### config.mk
export PLATFORM = sky130hd
export DESIGN_NAME = and2_tuple_rr_arbiter
export DESIGN_NICKNAME = d
export VERILOG_FILES = /design/src/rtl/and2_tuple_rr_arbiter.sv
export SDC_FILE = /design/constraint.sdc
export NUM_CORES = 1
export LEC_CHECK = 0
export CELL_PAD_IN_SITES_DETAIL_PLACEMENT = 1
export CELL_PAD_IN_SITES_GLOBAL_PLACEMENT = 2
export CORE_MARGIN = 2
export CORE_UTILIZATION = 20
export CTS_CLUSTER_DIAMETER = 50
export DETAILED_ROUTE_END_ITERATION = 10
export PLACE_DENSITY_LB_ADDON = 0.05
export RECOVER_POWER = 100
export SETUP_SLACK_MARGIN = 0.2
export SYNTH_ARGS = -nofsm -noshare
export SYNTH_HDL_FRONTEND = slang
export SYNTH_SLANG_ARGS = --single-unit
### constraint.sdc
create_clock -name CLK -period 5.3 [get_ports CLK]
set_clock_uncertainty 0.15 [all_clocks]
set_input_delay 0.795 -clock CLK [delete_from_list [all_inputs] [get_ports CLK]]
set_output_delay 0.795 -clock CLK [all_outputs]
set_load 0.02 [all_outputs]
### src/rtl/and2_tuple_rr_arbiter.sv
`default_nettype none
// ============================================================================
// Module   : and2_tuple_rr_arbiter
// Purpose  : Round-robin sharing of one Tuple(x,y) And2 unit with a
//            registered, id-tagged response channel.
// Revision : 1.0
// ============================================================================

module and2_tuple (
    input  logic I0_x,
    input  logic I0_y,
    input  logic I1_x,
    input  logic I1_y,
    output logic O_x,
    output logic O_y
);
    assign O_x = I0_x & I1_x;
    assign O_y = I0_y & I1_y;
endmodule

module and2_tuple_rr_arbiter #(
    parameter int N_REQ = 4,
    parameter int ID_W  = 2
) (
    input  logic             CLK,
    input  logic             ASYNCRESET,
    input  logic [N_REQ-1:0] req_valid,
    output logic [N_REQ-1:0] req_ready,
    input  logic [N_REQ-1:0] req_I0_x,
    input  logic [N_REQ-1:0] req_I0_y,
    input  logic [N_REQ-1:0] req_I1_x,
    input  logic [N_REQ-1:0] req_I1_y,
    output logic             resp_valid,
    input  logic             resp_ready,
    output logic [ID_W-1:0]  resp_id,
    output logic             resp_O_x,
    output logic             resp_O_y
);
    typedef enum logic [0:0] {
        IDLE = 1'b0,
        HOLD = 1'b1
    } state_t;

    state_t          state;
    state_t          state_next;
    logic [ID_W-1:0] ptr;
    logic [ID_W-1:0] win;
    logic            found;
    logic            can_accept;
    logic            accept;
    logic            and_x;
    logic            and_y;

    // Scan from ptr upward with wrap; first valid requester wins.
    always_comb begin
        int              idx;
        logic [ID_W-1:0] idx_s;
        found = 1'b0;
        win   = '0;
        idx   = 0;
        idx_s = '0;
        for (int k = 0; k < N_REQ; k++) begin
            idx   = (int'(ptr) + k) % N_REQ;
            idx_s = idx[ID_W-1:0];
            if (!found && req_valid[idx_s]) begin
                found = 1'b1;
                win   = idx_s;
            end
        end
    end

    assign can_accept = (state == IDLE) | ((state == HOLD) & resp_ready);
    assign accept     = found & can_accept & ~ASYNCRESET;

    always_comb begin
        req_ready = '0;
        if (accept) begin
            req_ready[win] = 1'b1;
        end
    end

    and2_tuple u_and2 (
        .I0_x (req_I0_x[win]),
        .I0_y (req_I0_y[win]),
        .I1_x (req_I1_x[win]),
        .I1_y (req_I1_y[win]),
        .O_x  (and_x),
        .O_y  (and_y)
    );

    always_comb begin
        state_next = state;
        case (state)
            IDLE: begin
                if (accept) begin
                    state_next = HOLD;
                end
            end
            HOLD: begin
                if (accept) begin
                    state_next = HOLD;
                end else if (resp_ready) begin
                    state_next = IDLE;
                end
            end
            default: state_next = IDLE;
        endcase
    end

    always_ff @(posedge CLK or posedge ASYNCRESET) begin
        if (ASYNCRESET) begin
            state <= IDLE;
        end else begin
            state <= state_next;
        end
    end

    // Data and id registers only move on accept; a drain keeps their values.
    always_ff @(posedge CLK or posedge ASYNCRESET) begin
        if (ASYNCRESET) begin
            ptr      <= '0;
            resp_id  <= '0;
            resp_O_x <= 1'b0;
            resp_O_y <= 1'b0;
        end else if (accept) begin
            ptr      <= (win == ID_W'(N_REQ - 1)) ? '0 : win + ID_W'(1);
            resp_id  <= win;
            resp_O_x <= and_x;
            resp_O_y <= and_y;
        end
    end

    assign resp_valid = (state == HOLD);

endmodule
`default_nettype wire

==> qor.yml <==
ys_top_cells_by_area: "sky130_fd_sc_hd__dfrtp_1, sky130_fd_sc_hd__nand2_1, sky130_fd_sc_hd__ha_1, sky130_fd_sc_hd__mux2_2, sky130_fd_sc_hd__and2_1"
timing.hold.worst_path_depth: 2
synth_top_cell_area_share_pct: 32.5
synth_flop_cell: "sky130_fd_sc_hd__dfrtp_1"
cts_root_buffer: "sky130_fd_sc_hd__clkbuf_4"
yosys.cell_count.top_type: "sky130_fd_sc_hd__nand2_1"
vias_per_cell: 4.17
dieHeight_um: 55.9
synth_compound_gate_area_share_pct: 13.5
pwr_density_cell_mw_per_mm2: 296
max_slew.worst_pin.slew_ns: 0.542
antenna_left: 0
gp_routability_congestion: 0.700
postSynthRegisterBits: 7
floorplan.io_pins: 32
clock_sinks: 7
worstSetupEndpointType: "output pin"
post_route_cells_drive_above_1_share_pct: 8.08
criticalPathCategory: "in -> out"
netlist_top_cells_count: "sky130_fd_sc_hd__nand2_1, sky130_fd_sc_hd__dfrtp_1, sky130_fd_sc_hd__inv_1"
setup_slack_ns: 1.16
cp.required_ns: 4.36
synth_top_family_by_area: "simple AND/OR/NAND/NOR gates"
reg2regPathDepth: 7
routed_wl_um: 1400
worstSetupStartpointType: "input port"
clock_latency_ns: 0.25
placed_cell_area_um2: 872
grt_setup_unrepaired: "no"
syn_inst: 66
initial_util_pct: 21.4
finalHoldViolCount: 0
post_cts_setup_buffers: 0
timing.critical_path.fanout_max: 8
outcome: "complete, no violations"
vdd_drop_max_v: 0.000164
synth_fp_nets: 93
muxShareOfSynthArea_pct: 9.05
setup_violations: 0
timing.slew.headroom_pct: 63.8
dr.first_iter.drc_count: 7
first_pass_grt_wire_length_um: 2480
cap_violations: 0
ys.warnings.count: 0
timing.critical_path.cells: "dlygate4sd3_1, or2b_1, a21oi_1, a211o_1, inv_1, ha_1, and2_1, dlygate4sd3_1"
final_max_tran_viols: 0
fin_nets: 127
drt_first_pass_iters: 4
synth_enable_flop_cells: 0
finalCriticalPeriod_ns: 4.14
cts.path.max_buffers: 2
achievable-frequency_mhz: 241
area_of_the_die_mm2: 0.00313
min_path_type: "reg -> reg"
critPathSlowestCell: "sky130_fd_sc_hd__dlygate4sd3_1"
period_share_pct: 78.2
cts_hold_buf: 0
synthesis.area_per_instance_um2: 8.17
level_count_of_the_clock_h_tree: 1
path_clk_slew_ns: 0.05
antenna-diode-count: 0
yosys.area_share.adder_pct: 9.28
post_cts_resized: 0
synth_cell_types: 22
max_stage_delay_ns: 0.64
critPathMostFrequentCell: "sky130_fd_sc_hd__dlygate4sd3_1"
numCtsBuffers: 3
tritoncts: "yes"
synth-simple-area-share_pct: 28.8
post-dp-hpwl_um: 1140
routed_wire_length_per_instance_um: 10.9
vias: 538
asyncSetResetFlopFracSynth_pct: 100
power.leakage_nw: 0.422
grt_max_degree: 10
synth_cell_area_um2: 539
fin_setup_tns_ns: 0
yosys.area.top_type: "sky130_fd_sc_hd__dfrtp_1"
overflow: 0
whs_ns: 0.331
fp.dieW_um: 55.9
grt_usage_pct: 9.69
synth-xor-area-share_pct: 0
post_route_cell_area_um2: 892
area_growth_syn_to_fin_pct: 65.4
seq_area_frac_synth_pct: 32.5
vias_in_the_first_global_route: 570
antenna_found_initial: 0
worstPathArrival_ns: 3.20
count_of_input_and_output_buffers: 31
core-area_mm2: 0.00252
pre_cts_setup_slack_ns: 1.31
core.rowCount: 18
post-route-drc-count: 0
==> critical path, delay by kind of cell <==
family | cells | cell delay [ns]
adders and majority gates | 1 | 0.21
and+or+nand+nor | 2 | 0.38
buffers and inverters | 3 | 1.34
AOI/OAI and AO/OA | 2 | 0.47
==> cells by family (layout without fill, tap and decap cells) <==
| kind of cell | Yosys count | count (layout) |
|---|---|---|
| buffers and inverters | 8 | 41 |
| AO/OA/AOI/OAI | 10 | 10 |
| multiplexers | 4 | 4 |
| adder cells (fa/ha/maj) | 4 | 4 |
| AND/OR/NAND/NOR | 33 | 33 |
| flip-flops | 7 | 7 |
==> worst paths after layout <==
kind / slack [ns] / startpoint / endpoint
worst min register to register: 0.33 / resp_id[1] / resp_id[1]
min in group asynchronous: 0.78 / ASYNCRESET / resp_valid
max in group asynchronous: 4.00 / ASYNCRESET / resp_O_y
worst max-delay path: 1.16 / req_valid[0] / req_ready[1]
worst max register to register: 3.36 / ptr[0] / ptr[1]
worst min-delay path: 0.33 / resp_id[1] / resp_id[1]
==> power by group <==
part | switching, W | leakage (nW) | internal (W)
logic | 0.0000672 | 0.322 | 0.0000652
clock network | 0.0000200 | 0.0150 | 0.0000288
registers | 0.0000125 | 0.0853 | 0.0000704
==> metal layers <==
| metal | share of wire, % | global-route usage [%] | up-vias | routed length, µm |
|---|---|---|---|---|
| met1 | 45 | 11.9 | 245 | 624 |
| met3 | 5.1 | 3.26 | 0 | 71 |
| met2 | 50 | 16.5 | 13 | 705 |
| li1 | - | - | 280 | - |
| met5 | 0 | 0 | - | 0 |
| met4 | 0 | 2.04 | 0 | 0 |
==> metrics by stage <==
| stage | total power (W) | instances | utilization (%) |
|---|---|---|---|
| after floorplan | 0.000170 | 66 | - |
| after global placement | 0.000227 | 125 | 34.6 |
| after detailed placement | 0.000228 | 125 | 34.6 |
| after CTS | 0.000280 | 129 | 35.6 |
| after global routing | 0.000290 | 129 | 35.4 |
| final | 0.000264 | 129 | 35.4 |
==> registers in the layout, summed over array words and instances, names as in the netlist <==
register    cells
ptr             2
resp_id         2
resp_O_x        1
resp_O_y        1
resp_valid      1
==> layout by cell type, fill, tap and decap left out <==
cell type                         count
sky130_fd_sc_hd__inv_1                6
sky130_fd_sc_hd__a211o_1              1
sky130_fd_sc_hd__ha_1                 4
sky130_fd_sc_hd__mux2_2               3
sky130_fd_sc_hd__o21ai_0              1
sky130_fd_sc_hd__nor2_1               3
sky130_fd_sc_hd__o22ai_1              1
sky130_fd_sc_hd__or2b_1               2
sky130_fd_sc_hd__and2_1               4
sky130_fd_sc_hd__clkbuf_4             3
sky130_fd_sc_hd__mux2_4               1
sky130_fd_sc_hd__nor3b_1              1
sky130_fd_sc_hd__dfrtp_1              7
sky130_fd_sc_hd__nor2b_1              1
sky130_fd_sc_hd__dlygate4sd3_1       12
sky130_fd_sc_hd__nand2_1             19
sky130_fd_sc_hd__clkdlybuf4s50_1     19
sky130_fd_sc_hd__o221ai_1             2
sky130_fd_sc_hd__a21oi_1              4
sky130_fd_sc_hd__or3_1                1
sky130_fd_sc_hd__nand2b_1             2
sky130_fd_sc_hd__clkbuf_1             1
sky130_fd_sc_hd__a31o_2               1
==> layout make-up <==
class	instances	area [µm²]
Tap cell	30	37.5
Clock buffer	4	26.3
Timing Repair Buffer	31	310
Sequential cell	7	175
Fill cell	309	1630
Multi-Input combinational cell	51	320
Inverter	6	22.5
Note: power is estimated with default switching activity, not from simulation.
